<file path="src/rtl/score_arbiter_pkg.sv">
// Shared state encodings and weight-code lookup for the score arbiter.
package score_arbiter_pkg;

  typedef enum logic [1:0] {
    StIdle  = 2'd0,
    StRun   = 2'd1,
    StPause = 2'd2,
    StDone  = 2'd3
  } state_e;

  typedef enum logic [1:0] {
    WeightOne      = 2'd0,
    WeightTen      = 2'd1,
    WeightHundred  = 2'd2,
    WeightThousand = 2'd3
  } weight_e;

  localparam int unsigned DefaultMaxScore = 9999;

  function automatic logic [9:0] weight_value(logic [1:0] code);
    logic [9:0] val;
    unique case (weight_e'(code))
      WeightOne:      val = 10'd1;
      WeightTen:      val = 10'd10;
      WeightHundred:  val = 10'd100;
      WeightThousand: val = 10'd1000;
    endcase
    return val;
  endfunction

endpackage

</file>
<file path="src/rtl/score_arbiter_rr.sv">
// Round-robin arbiter: first eligible (req & mask) source at or after the pointer wins.
module score_arbiter_rr #(
  parameter int unsigned N_REQ = 4
) (
  input  logic             clock,
  input  logic             reset,
  input  logic [N_REQ-1:0] req,
  input  logic [N_REQ-1:0] mask,
  output logic [N_REQ-1:0] grant
);

  localparam int unsigned PtrW = (N_REQ > 1) ? $clog2(N_REQ) : 1;

  logic [PtrW-1:0]  ptr_q, ptr_d, win, cand;
  logic [N_REQ-1:0] eligible;
  logic             found;

  assign eligible = req & mask;

  always_comb begin
    grant = '0;
    found = 1'b0;
    win   = '0;
    cand  = '0;
    for (int unsigned i = 0; i < N_REQ; i++) begin
      cand = PtrW'((32'(ptr_q) + i) % N_REQ);
      if (!found && eligible[cand]) begin
        found       = 1'b1;
        grant[cand] = 1'b1;
        win         = cand;
      end
    end
    ptr_d = (win == PtrW'(N_REQ - 1)) ? '0 : win + 1'b1;
  end

  always_ff @(posedge clock) begin
    if (reset) begin
      ptr_q <= '0;
    end else if (found) begin
      ptr_q <= ptr_d;
    end
  end

endmodule

</file>
<file path="src/rtl/score_arbiter.sv">
// Game score register: round-robin point-add grants scaled by a combo multiplier, saturating.
module score_arbiter
  import score_arbiter_pkg::*;
#(
  parameter int unsigned N_REQ       = 4,
  parameter int unsigned SCORE_W     = 32,
  parameter int unsigned MAX_SCORE   = DefaultMaxScore,
  parameter int unsigned COMBO_SHIFT = 3,
  parameter int unsigned MAX_MULT    = 4
) (
  input  logic               clock,
  input  logic               reset,
  input  logic               start,
  input  logic               pause,
  input  logic               game_over,
  input  logic               miss,
  input  logic [N_REQ-1:0]   req,
  input  logic [2*N_REQ-1:0] weight,
  output logic [N_REQ-1:0]   ack,
  output logic [SCORE_W-1:0] score,
  output logic [7:0]         combo,
  output logic [2:0]         mult,
  output logic               score_update,
  output logic [1:0]         state
);

  localparam int unsigned SumW = SCORE_W + 4;

  state_e             state_q;
  logic [N_REQ-1:0]   ack_q, grant, mask;
  logic [SCORE_W-1:0] score_q, capped;
  logic [7:0]         combo_q, combo_d;
  logic [2:0]         mult_q;
  logic               update_q, granted;
  logic [1:0]         sel_code;
  logic [SumW-1:0]    points, product, sum;

  function automatic logic [2:0] mult_of(logic [7:0] c);
    int unsigned m;
    m = 1 + (32'(c) >> COMBO_SHIFT);
    if (m > MAX_MULT) m = MAX_MULT;
    return 3'(m);
  endfunction

  // A source acked last cycle is masked so a held req is not counted twice.
  assign mask    = (state_q == StRun && !pause) ? ~ack_q : '0;
  assign granted = |grant;

  score_arbiter_rr #(
    .N_REQ(N_REQ)
  ) u_rr (
    .clock(clock),
    .reset(reset),
    .req  (req),
    .mask (mask),
    .grant(grant)
  );

  always_comb begin
    sel_code = '0;
    for (int unsigned i = 0; i < N_REQ; i++) begin
      if (grant[i]) sel_code = weight[2*i +: 2];
    end
  end

  // mult is at most 4, so the scaling is a sum of shifted copies.
  always_comb begin
    points  = SumW'(weight_value(sel_code));
    product = (mult_q[0] ? points : '0)
            + (mult_q[1] ? (points << 1) : '0)
            + (mult_q[2] ? (points << 2) : '0);
    sum     = SumW'(score_q) + product;
    capped  = (sum >= SumW'(MAX_SCORE)) ? SCORE_W'(MAX_SCORE) : sum[SCORE_W-1:0];
  end

  always_comb begin
    combo_d = combo_q;
    if ((state_q == StIdle || state_q == StDone) && start) begin
      combo_d = '0;
    end else if (state_q == StRun || state_q == StPause) begin
      if (miss) begin
        combo_d = '0;
      end else if (granted) begin
        combo_d = (combo_q == 8'hff) ? 8'hff : combo_q + 8'd1;
      end
    end
  end

  always_ff @(posedge clock) begin
    if (reset) begin
      state_q  <= StIdle;
      score_q  <= '0;
      combo_q  <= '0;
      mult_q   <= 3'd1;
      ack_q    <= '0;
      update_q <= 1'b0;
    end else begin
      ack_q    <= grant;
      update_q <= 1'b0;
      combo_q  <= combo_d;
      mult_q   <= mult_of(combo_d);
      unique case (state_q)
        StIdle, StDone: begin
          if (start) begin
            state_q  <= StRun;
            score_q  <= '0;
            update_q <= (score_q != '0);
          end
        end
        StRun: begin
          if (granted) begin
            score_q  <= capped;
            update_q <= (capped != score_q);
          end
          if (game_over)  state_q <= StDone;
          else if (pause) state_q <= StPause;
        end
        StPause: begin
          if (game_over)   state_q <= StDone;
          else if (!pause) state_q <= StRun;
        end
      endcase
    end
  end

  assign ack          = ack_q;
  assign score        = score_q;
  assign combo        = combo_q;
  assign mult         = mult_q;
  assign score_update = update_q;
  assign state        = state_q;

endmodule

</file>
<file path="config.mk">
export PLATFORM = sky130hd
export DESIGN_NAME = score_arbiter
export DESIGN_NICKNAME = d
export VERILOG_FILES = /design/src/rtl/score_arbiter_pkg.sv /design/src/rtl/score_arbiter_rr.sv /design/src/rtl/score_arbiter.sv
export SDC_FILE = /design/constraint.sdc
export NUM_CORES = 1
export LEC_CHECK = 0
export BUFFER_PORTS_ARGS = -buffer_cell sky130_fd_sc_hd__buf_2
export CAP_MARGIN = 20
export CORE_MARGIN = 2
export CORE_UTILIZATION = 59
export CTS_CLUSTER_DIAMETER = 40
export DETAILED_ROUTE_END_ITERATION = 10
export HOLD_SLACK_MARGIN = 0.08
export PLACE_DENSITY = 0.81
export SLEW_MARGIN = 20
export SYNTH_ARGS = -nofsm -noshare
export SYNTH_HDL_FRONTEND = slang
export SYNTH_SLANG_ARGS = --single-unit
export TNS_END_PERCENT = 50
</file>
<file path="constraint.sdc">
create_clock -name clock -period 10 [get_ports clock]
set_input_delay 2 -clock clock [delete_from_list [all_inputs] [get_ports clock]]
set_output_delay 2 -clock clock [all_outputs]
set_load 0.05 [all_outputs]
</file>
## After elaboration in Yosys (flattened, before gate mapping)

Cells that the tools add are included.

- Logic and storage cells: 130
- Input bits: 18
- Register bits after elaboration: 52

- Add/sub/neg operators: 9
- Reductions and logical operators: 27
- Mux-type cells: 57
- Order comparisons: 10
- Bitwise logic cells: 5
- Equal/unequal tests: 13

Operators with widths:

| cell | number |
|---|---|
| two-way mux 32 bit | 3 |
| case mux 32 bit (2 select lines) | 1 |
| two-way mux 8 bit | 5 |
| case mux 10 bit (4 select lines) | 1 |
| adder 32 x 13 -> 33 bit | 1 |
| greater-or-equal comparator 33 x 14 -> 1 bit (second input constant) | 1 |
| inequality test 32 bit | 1 |
| nonzero test 32 bit | 1 |
| two-way mux 2 bit | 14 |
| two-way mux 4 bit | 5 |
| two-way mux 1 bit | 14 |
| adder 12 x 12 -> 13 bit | 1 |
| adder 10 x 11 -> 12 bit | 1 |
| < comparator 2 x 3 -> 1 bit (second input constant) | 4 |
| two-way mux 12 bit | 1 |
| bitwise OR 4 bit | 3 |
| two-way mux 11 bit | 1 |
| equality test 2 bit (second input constant) | 5 |
| two-way mux 10 bit | 1 |
| logical AND 1 bit | 9 |
| adder 8 x 1 -> 8 bit (second input constant) | 1 |
| binary-select mux 1 bit (select 2 bit) | 4 |
| demux 1 bit (select 2 bit) | 4 |
| equality test 8 bit (second input constant) | 1 |
| 21 further kinds | 38 |

## Longest topological paths before layout

Gate-level depths: netlist of run 1.

- Depth in word-level cells: 31
- Gate-level depth with buffers: 31
- Gate-level depth less buffers: 28

## Cells and area by module

A second synthesis of run 1 with hierarchy kept.

- Cell total of the unflattened synthesis: 696
- Area total of the unflattened synthesis: 5307.6 um^2

Modules (own cells, without submodules):

| module | area each (um^2) | cells each | sequential area each (um^2) | instances |
|---|---|---|---|---|
| score_arbiter | 4699.5 | 607 | 1001.0 | 1 |
| score_arbiter_rr | 608.1 | 89 | 40.0 | 1 |

## Worst setup path before layout of run 1

OpenSTA, ideal clock, no wires.

- Path type: input port to flip-flop
- Start point: in pause
- End point: reg update_q (netlist: score_update)
- Library setup time: 0.120 ns
- Setup slack: 1.298 ns
- Buffers on the path: 1
- Arrival: 8.582 ns
- Cell stages on the path: 26
- Path through: buf_6 -> and4bb_4 -> mux4_2 -> a21oi_1 -> a21oi_1 -> a21o_1 -> or3b_2 -> o211ai_1 -> nand2_1 -> or2_2 -> fa_1 -> fa_1 -> inv_1 -> ha_1 -> inv_1 -> fa_1 -> nand2b_1 -> a211oi_1 -> o311ai_1 -> a2111oi_0 -> xnor2_1 -> nand2_1 -> nand4b_1 -> mux2_2 -> o2111ai_1 -> o31a_1

- Longest elaborated chain between the ends: 31
- Elaborated cells on any way between the ends: 49

Ends and longest elaborated chain:

| element | RTL line | text |
|---|---|---|
| start: declaration | score_arbiter.sv:14 | `input logic pause,` |
| logical NOT 1 bit * | n/a |  |
| logical AND 1 bit * | score_arbiter.sv:46 | `assign mask = (state_q == StRun && !pause) ? ~ack_q : '0;` |
| two-way mux 4 bit * | score_arbiter.sv:46 |  |
| AND 4 bit * | score_arbiter_rr.sv:18 | `assign eligible = req & mask;` |
| binary-select mux 1 bit (select 2 bit) | score_arbiter_rr.sv:27 | `if (!found && eligible[cand]) begin` |
| two-way mux 1 bit (implied by the code) | score_arbiter_rr.sv:27 |  |
| two-way mux 1 bit | score_arbiter_rr.sv:27 |  |
| logical NOT 1 bit | score_arbiter_rr.sv:27 |  |
| [... 15 more ...] | n/a |  |
| adder 10 x 11 -> 12 bit | score_arbiter.sv:70 | `+ (mult_q[1] ? (points << 1) : '0)` |
| adder 12 x 12 -> 13 bit | score_arbiter.sv:71 | `+ (mult_q[2] ? (points << 2) : '0);` |
| adder 32 x 13 -> 33 bit | score_arbiter.sv:72 | `sum = SumW'(score_q) + product;` |
| greater-or-equal comparator 33 x 14 -> 1 bit | score_arbiter.sv:73 | `capped = (sum >= SumW'(MAX_SCORE)) ? SCORE_W'(MAX_SCORE) : sum[SCORE_W-1:0];` |
| two-way mux 32 bit | score_arbiter.sv:73 |  |
| inequality test 32 bit | score_arbiter.sv:113 | `update_q <= (capped != score_q);` |
| two-way mux 1 bit * | score_arbiter.sv:111 | `if (granted) begin` |
| case mux 1 bit (2 select lines) * | score_arbiter.sv:102 | `unique case (state_q)` |
| end signal: assignment | score_arbiter.sv:107 | `update_q <= (score_q != '0);` |
| end signal: assignment | score_arbiter.sv:113 |  |
| end: declaration | score_arbiter.sv:34 | `logic update_q, granted;` |

Every way passes the cells marked *; elsewhere a longest branch is shown, timed or not. The select of a mux whose other input is x is not followed.
A chain may end at the register's enable or synchronous reset.

## Worst setup path in the final report of run 1

- Start point: in pause
- End point: reg score_q[5] (netlist: score[5])

- Longest elaborated chain between the ends: 30
- Elaborated cells on any way between the ends: 50

Ends and longest elaborated chain:

| element | RTL line | text |
|---|---|---|
| logical NOT 1 bit * | n/a |  |
| logical AND 1 bit * | score_arbiter.sv:46 |  |
| two-way mux 4 bit * | score_arbiter.sv:46 |  |
| AND 4 bit * | score_arbiter_rr.sv:18 |  |
| binary-select mux 1 bit (select 2 bit) | score_arbiter_rr.sv:27 |  |
| two-way mux 1 bit (implied by the code) | score_arbiter_rr.sv:27 |  |
| two-way mux 1 bit | score_arbiter_rr.sv:27 |  |
| logical NOT 1 bit | score_arbiter_rr.sv:27 |  |
| [... 14 more ...] | n/a |  |
| two-way mux 10 bit / two-way mux 11 bit (equally long branches) | score_arbiter.sv:69, score_arbiter.sv:70 |  |
| adder 10 x 11 -> 12 bit | score_arbiter.sv:70 |  |
| adder 12 x 12 -> 13 bit | score_arbiter.sv:71 |  |
| adder 32 x 13 -> 33 bit | score_arbiter.sv:72 |  |
| greater-or-equal comparator 33 x 14 -> 1 bit | score_arbiter.sv:73 |  |
| two-way mux 32 bit | score_arbiter.sv:73 |  |
| two-way mux 32 bit | score_arbiter.sv:111 |  |
| case mux 32 bit (2 select lines) | score_arbiter.sv:102 |  |
| end signal: assignment | score_arbiter.sv:112 | `score_q <= capped;` |
| end: declaration | score_arbiter.sv:31 | `logic [SCORE_W-1:0] score_q, capped;` |

Marked as above.

==> results of run 1 <==
[worst paths after layout]
check	start	endpoint	slack, ns	cells after the start
hold reg to reg	score[9]	score[9]	0.53	2
hold / removal	score[9]	score[9]	0.53	2
setup / recovery	pause	score[5]	0.68	28
setup reg to reg	flop	score[5]	1.31	29
[critical path: stages]
cell and delay, ns:
sky130_fd_sc_hd__buf_2 0.16, sky130_fd_sc_hd__nand4bb_1 0.29, sky130_fd_sc_hd__mux4_2 0.59, sky130_fd_sc_hd__o2111a_1 0.21, sky130_fd_sc_hd__and2_1 0.23, sky130_fd_sc_hd__nor2_1 0.27
sky130_fd_sc_hd__a31oi_1 0.13, sky130_fd_sc_hd__o221ai_1 0.40, sky130_fd_sc_hd__buf_4 0.25, sky130_fd_sc_hd__nand2_1 0.10, sky130_fd_sc_hd__inv_1 0.12, sky130_fd_sc_hd__nand2_1 0.07
sky130_fd_sc_hd__fa_1 0.46, sky130_fd_sc_hd__fa_1 0.62, sky130_fd_sc_hd__inv_1 0.06, sky130_fd_sc_hd__ha_1 0.30, sky130_fd_sc_hd__a211oi_1 0.09, sky130_fd_sc_hd__o21ai_0 0.61
sky130_fd_sc_hd__a31oi_1 0.31, sky130_fd_sc_hd__o41ai_1 0.57, sky130_fd_sc_hd__mux2i_1 0.17, sky130_fd_sc_hd__nor4_1 0.22, sky130_fd_sc_hd__nand4b_1 0.44, sky130_fd_sc_hd__buf_4 0.32
sky130_fd_sc_hd__nor3_1 0.18, sky130_fd_sc_hd__buf_4 0.19, sky130_fd_sc_hd__a22oi_1 0.07, sky130_fd_sc_hd__nor2_1 0.12
[cells by family after synthesis]
logic type | after synthesis | synth area share [%]
multiplexers | 16 | 4.72
AO/OA/AOI/OAI | 170 | 23.4
adder cells (fa/ha/maj) | 47 | 13.8
XOR/XNOR | 26 | 4.52
AND/OR/NAND/NOR | 246 | 26.8
flip-flops | 52 | 20.7
buffers and inverters | 76 | 6.16
[area by class of cell]
class	count	area [sq um]
clock buffers	5	68.8
clock inverters	3	21.3
fillers	746	2750
inverters	43	161
multi-input cells	505	3710
flip-flops and latches	52	1040
well taps	105	131
repair buffers	73	380
[timing repair]
action                                  CTS  global route
hold buffers                              0             0
buffers inserted                          0             3
gates resized for setup                   0             1
endpoints found under the setup margin    0            14
[power by group]
group	leakage [nW]	internal, mW	switching, mW	total [mW]
Combinational	2.08	0.307	0.520	0.826
Sequential	0.420	0.228	0.0408	0.269
Clock	0.0445	0.0499	0.0779	0.128
[layer usage]
metal	track usage, %	up-vias	wire length (um)
li1	-	2427	-
met5	0	-	0
met2	50.1	234	6650
met4	7.04	0	195
met3	4.27	18	1120
met1	43.9	2387	6170
[cell usage in the layout (no fill, tap or decap), drive strengths merged, types with 6 or more instances in the layout]
cell / instances
buf: 73
a211oi: 9
fa: 14
xnor2: 17
mux2i: 8
nand2b: 8
ha: 33
nand2: 49
nand3: 20
a31oi: 9
nor2: 58
mux4: 6
o21a: 6
o21ai: 32
a21o: 9
nor2b: 6
and3: 26
a21oi: 43
inv: 44
nand4: 14
and2: 11
xor2: 9
nor3: 15
a22oi: 9
dfxtp: 52
nor4: 9
[registers in the layout (all words and copies together) (netlist names), named ones only]
| signal | flops |
|---|---|
| ack | 4 |
| score_update | 1 |
| combo | 8 |
| state | 2 |
| score | 32 |
| u_rr.ptr_q | 1 |
| mult | 3 |
[per-stage QoR]
stage | worst slack [ns] | instances
3_3_place_gp | 0.551 | 775
5_1_grt | 0.125 | 786
3_5_place_dp | 0.0920 | 775
6_report | 0.678 | 786
4_1_cts | 0.365 | 783
2_1_floorplan | 1.30 | 633
==> results summary, run 1 <==
The flow ran to the end, and the final reports show no timing, DRC or antenna violations. The number of design-rule violations left by the first detailed-router iteration is 431. The leakage power summed over all cells is 2.55 nW. The share of flip-flops with an asynchronous set or reset after synthesis is 0%. 68 I/O pins were placed.

In this run the worst hold path is classified as flop to flop. The post-layout net count came out at 745. The achievable clock frequency is 107 MHz. In the post-synthesis netlist, the cell with the most instances is sky130_fd_sc_hd__nor2_1. Setup repair after global routing left no endpoint under its margin. The synthesized flop and latch total is 52. A synthesized cell averages 7.96 sq um. The clock-pin transition on the worst setup and hold timing paths is 0.10 ns. The number of remaining DRC errors is 0. The average routed wire per standard cell is 18.0 um. The sequential share of the synthesized area is 20.7%. The clock reaches the later pin of the worst-skew pair after 0.32 ns. The placed standard-cell area came out at 5390 sq um. Entering global routing, the biggest net connects 33 pins. The cell row count came out at 33. TritonCTS built the clock tree. Once detailed placement completed, the half-perimeter wirelength came to 10900 um. The count of distinct cell types in the synthesized netlist came out at 76. The finished cells cover 5510 sq um. Data on the critical path is required at its endpoint by 10.26 ns. The initial antenna violation count came to 0.

The largest buffer count on any clock path came out at 2. Clock tree synthesis selected as its root buffer the cell sky130_fd_sc_hd__clkbuf_8. The post-synth design cell area is 5040 sq um.

The number of antenna cells inserted came out at 0. The total nets after synthesis came out at 698. The data arrival time of the worst path is 9.58 ns. The startpoint type of the worst setup path is a primary input. The total vias in the final route is 5066.

After synthesis, the most frequently instantiated cells are sky130_fd_sc_hd__nor2_1, sky130_fd_sc_hd__dfxtp_1, sky130_fd_sc_hd__nand2_1, sky130_fd_sc_hd__a21oi_1, sky130_fd_sc_hd__inv_1. For this run, the number of Yosys warnings is 0. Setup violations remaining at the end of the flow were counted as 0. In the routed layout, each cell is associated on average with a via count of 6.45.

The detailed-router iteration count before antenna repair came out at 5. The number of buffer cells added on primary ports came out at 67. The number of maximum-capacitance violations came out at 0. The normalized max-slew margin is 48.8%. The vertical die dimension is 96.4 um. The global-route wire length before repair came out at 22600 um. Synthesis handed over a netlist of 633 instances.

In this run, CTS created clock tree buffers numbering 5. The number of enable-type register cells in the synthesized netlist is 0. The number of routed nets with antenna violations is 0.

The power density over cell area is 222 nW/um^2. By area the synthesized netlist is led by sky130_fd_sc_hd__dfxtp_1, sky130_fd_sc_hd__ha_1, sky130_fd_sc_hd__fa_1, sky130_fd_sc_hd__nor2_1, sky130_fd_sc_hd__a21oi_1. In the finished design, the share of the clock period the worst path needs comes to 93.2%. STA classifies the critical path endpoint as a flop. The total area inside the core boundary comes to 8260 sq um. The area share of the largest cell type after synthesis came out at 20.7%. The pin slew with the least headroom to its limit is 0.748 ns. The number of sinks on the clock net is 52. The final count of pins violating max slew was 0.

The worst-case IR drop observed on VDD is 0.000114 V. The overall die width came out at 96.4 um. The final weighted congestion of routability-driven global placement came out at 0.948. The most used flip-flop cell after synthesis is sky130_fd_sc_hd__dfxtp_1. The minimum clock period is 9.32 ns.

The initial standard-cell utilization of the core is 61.0%. The fraction of final layout cells sized beyond drive strength 1 is 16.2%. The final core utilization came out at 66.7%.

The die footprint came out at 9300 sq um. The via count of the first global-routing pass is 4509. The post-route worst hold slack came out at 0.529 ns.

In this run the worst path has a maximum fanout of 11. Wires add up to 14100 um. The layout overhead on the synthesized area is 9.31%. Summed over all failing endpoints, the final setup total negative slack is 0 ns. The setup path with the least slack is of type primary input to flop. The maximum clock skew at final layout is 0.0121 ns. The dominant cell type by area after synthesis is sky130_fd_sc_hd__dfxtp_1. Across every metal layer, demand over resource in global routing totals 30.9%. CTS built an H-tree with a depth of 2.

The sum of internal, switching and leakage power is 1.22 mW. The overflow left after global routing is 0. The count of final hold-check violations is 0.
Note: power is estimated with default switching activity, not from simulation.
==> run 2: changes to the inputs <==
- CORE_UTILIZATION: 59 -> 40
- PLACE_DENSITY: 0.81 -> 0.59
==> run 2 against run 1 <==
Combinational power fell by 4.4%. Non-clock buffer count fell by 2. Register-to-register slack improved by 0.14 ns. Sequential cell count did not move. Critical endpoint is now score_update. First-iteration DRC count rose by 32%.
==> results summary, run 2 (synthesis results as in run 1) <==
The overall die width came out at 116 um. TritonCTS built the clock tree. The fraction of final layout cells sized beyond drive strength 1 is 15.6%.

For this run, design rule violations remaining after detail routing come to 0. Buffers inserted to repair hold after CTS numbered 0. The register with the most flip-flops in the layout has 32 of them.

The minimum clock period came out at 9.17 ns. The power density over cell area came out at 219 nW/um^2. The fill cell instance count of the final layout came out at 1248. Across the routed clock network, the largest skew measured is 0.00751 ns. The per-cell via count in the routed design is 5.86.

The flow ran to the end, and the final reports show no timing, DRC or antenna violations. The tree is rooted in a sky130_fd_sc_hd__clkbuf_16. The startpoint type of the worst setup path is a primary input. The post-cts sizing count came out at 0.

From synthesis to final layout, the design area changed by 11.7%. After the flow finishes, the layout carries non-filler instances totaling 851. In the final routed layout, each cell accounts on average for 17.1 um. The number of maximum-capacitance violations came out at 0. The routed layout has 4986 vias. The number of antenna cells inserted came out at 0.

The largest fanout on the critical path is 15. The core area came out at 12500 sq um. Data on the critical path is required at its endpoint by 10.19 ns. The first routing iteration left 571 violations.

In this design, the stage delay of the slowest critical-path cell is 0.60 ns. The placed wire-length estimate is 11200 um. The first global-routing pass estimated 23700 um of wire. The buffer and inverter count on the worst path is 5.

The detailed-router iteration count before antenna repair came out at 6. The standard cell with the maximum stage delay on the critical path is sky130_fd_sc_hd__mux4_2. The post-layout net count came out at 743.

Leaving out fill and tap cells, the most frequent cells in the layout are sky130_fd_sc_hd__buf_2, sky130_fd_sc_hd__nor2_1, sky130_fd_sc_hd__dfxtp_1. Dividing the final minimum period by the clock period gives 91.7%. Leaving out fill and tap cells, the most frequent cell in the layout is sky130_fd_sc_hd__buf_2. The post-route setup TNS is 0 ns. STA classifies the critical path endpoint as a flop. The vertical die dimension came out at 116 um.

The data arrival time of the worst path came out at 9.37 ns. The count of final hold-check violations is 0. The cell row count came out at 41.

No sink is reached through more buffers than the 2 on the longest clock path. The startpoint-to-endpoint class of the critical path is primary input to flop. At the pin with the least slew margin, the transition time is 0.800 ns. The top cell family by delay on the critical path is simple AND/OR/NAND/NOR gates. The normalized max-slew margin is 45.3%. The number of I/O pins came out at 68. Input and output buffers added on the ports amount to 67. The via count of the first global-routing pass is 4580. After clock tree synthesis, the clock-pin slew on the worst setup and hold paths is 0.07 ns.

The total CTS buffers came out at 5. The overflow left after global routing came out at 0. The total global-route track usage is 21.8%.

The number of routed nets with antenna violations is 0. The worst hold-check path type is flop to flop. The number of levels the H-tree was split into came out at 2. The placed instances occupy a cell area of 5480 sq um.

The initial antenna violation count is 0. Setup repair after global routing left no endpoint under its margin. With fillers left out, the area of the finished cells amounts to 5630 sq um. Once the floorplan was initialized, standard cells occupied 40.4% of the core. The maximum number of pins on one net before global-route repair is 33.

The worst-case IR drop observed on VDD is 0.0000832 V. The die footprint came out at 13500 sq um. The leakage power summed over all cells came out at 2.56 nW.

Summed over all layers, the routed wires come to 14500 um. The count of final setup violators is 0. The cell occurring most often along the worst timing path is sky130_fd_sc_hd__fa_1. The post-CTS setup-driven buffer insertion count came out at 0. The instance count after placement with tap cells included came out at 843. Counting every sink on the clock net gives 52. The final weighted congestion of routability-driven global placement is 0.922. The clock insertion delay at the later pin of the skew report is 0.30 ns. The final count of pins violating max slew came out at 0. Timing would allow up to 109 MHz.
==> run 2: worst reg2reg max path, delay by kind of cell (launching register included) <==
family	cells	cell delay [ns]
adders and majority gates	5	2.10
muxes	1	0.41
DFF	1	0.76
xor gates and xnor gates	1	0.18
AOI/OAI and AO/OA	8	2.17
and+or+nand+nor	9	2.03
buffers and inverters	5	0.80
==> run 2: power by group <==
group | internal (mW) | switching, mW | total (mW)
Sequential | 0.229 | 0.0400 | 0.268
Combinational | 0.296 | 0.494 | 0.790
Clock | 0.0936 | 0.0818 | 0.175
Total | 0.618 | 0.616 | 1.23
==> run 2: layout make-up <==
cell class                 instances  area (sq um)  share of cell area, %
sequential                        52          1040                   18.5
clock inverter                     2          16.3                  0.289
clock buffer                       6           129                   2.29
timing repair buffer              71           365                   6.49
inverter                          43           161                   2.87
multi-input combinational        505          3700                   65.7
tap                              172           215                   3.82
==> run 2: stage by stage <==
step	setup WS [ns]	utilization (%)	hold WS (ns)	power, mW
final	0.825	45.2	0.525	1.23
after CTS	0.883	45.1	0.526	1.23
after global placement	0.811	43.9	0.504	1.04
after floorplan	1.30	-	0.698	0.885
after detailed placement	0.607	43.9	0.514	1.05
after global routing	0.139	45.2	0.561	1.34
==> run 2: per-layer routing <==
metal	track usage, %	vias to the layer above	wire, um
met1	30.3	2389	6840
met5	0	-	0
met2	36.6	168	6890
met4	3.41	0	91
li1	-	2420	-
met3	3.32	9	723
==> run 2: path summary, 6_finish.rpt <==
path / from / endpoint / slack [ns] / cells after the start
worst min-delay path: score[3] / score[3] / 0.52 / 2
worst max-delay path: pause / score_update / 0.83 / 28
worst max register to register: flop / score_update / 1.45 / 29
worst min register to register: score[3] / score[3] / 0.52 / 2
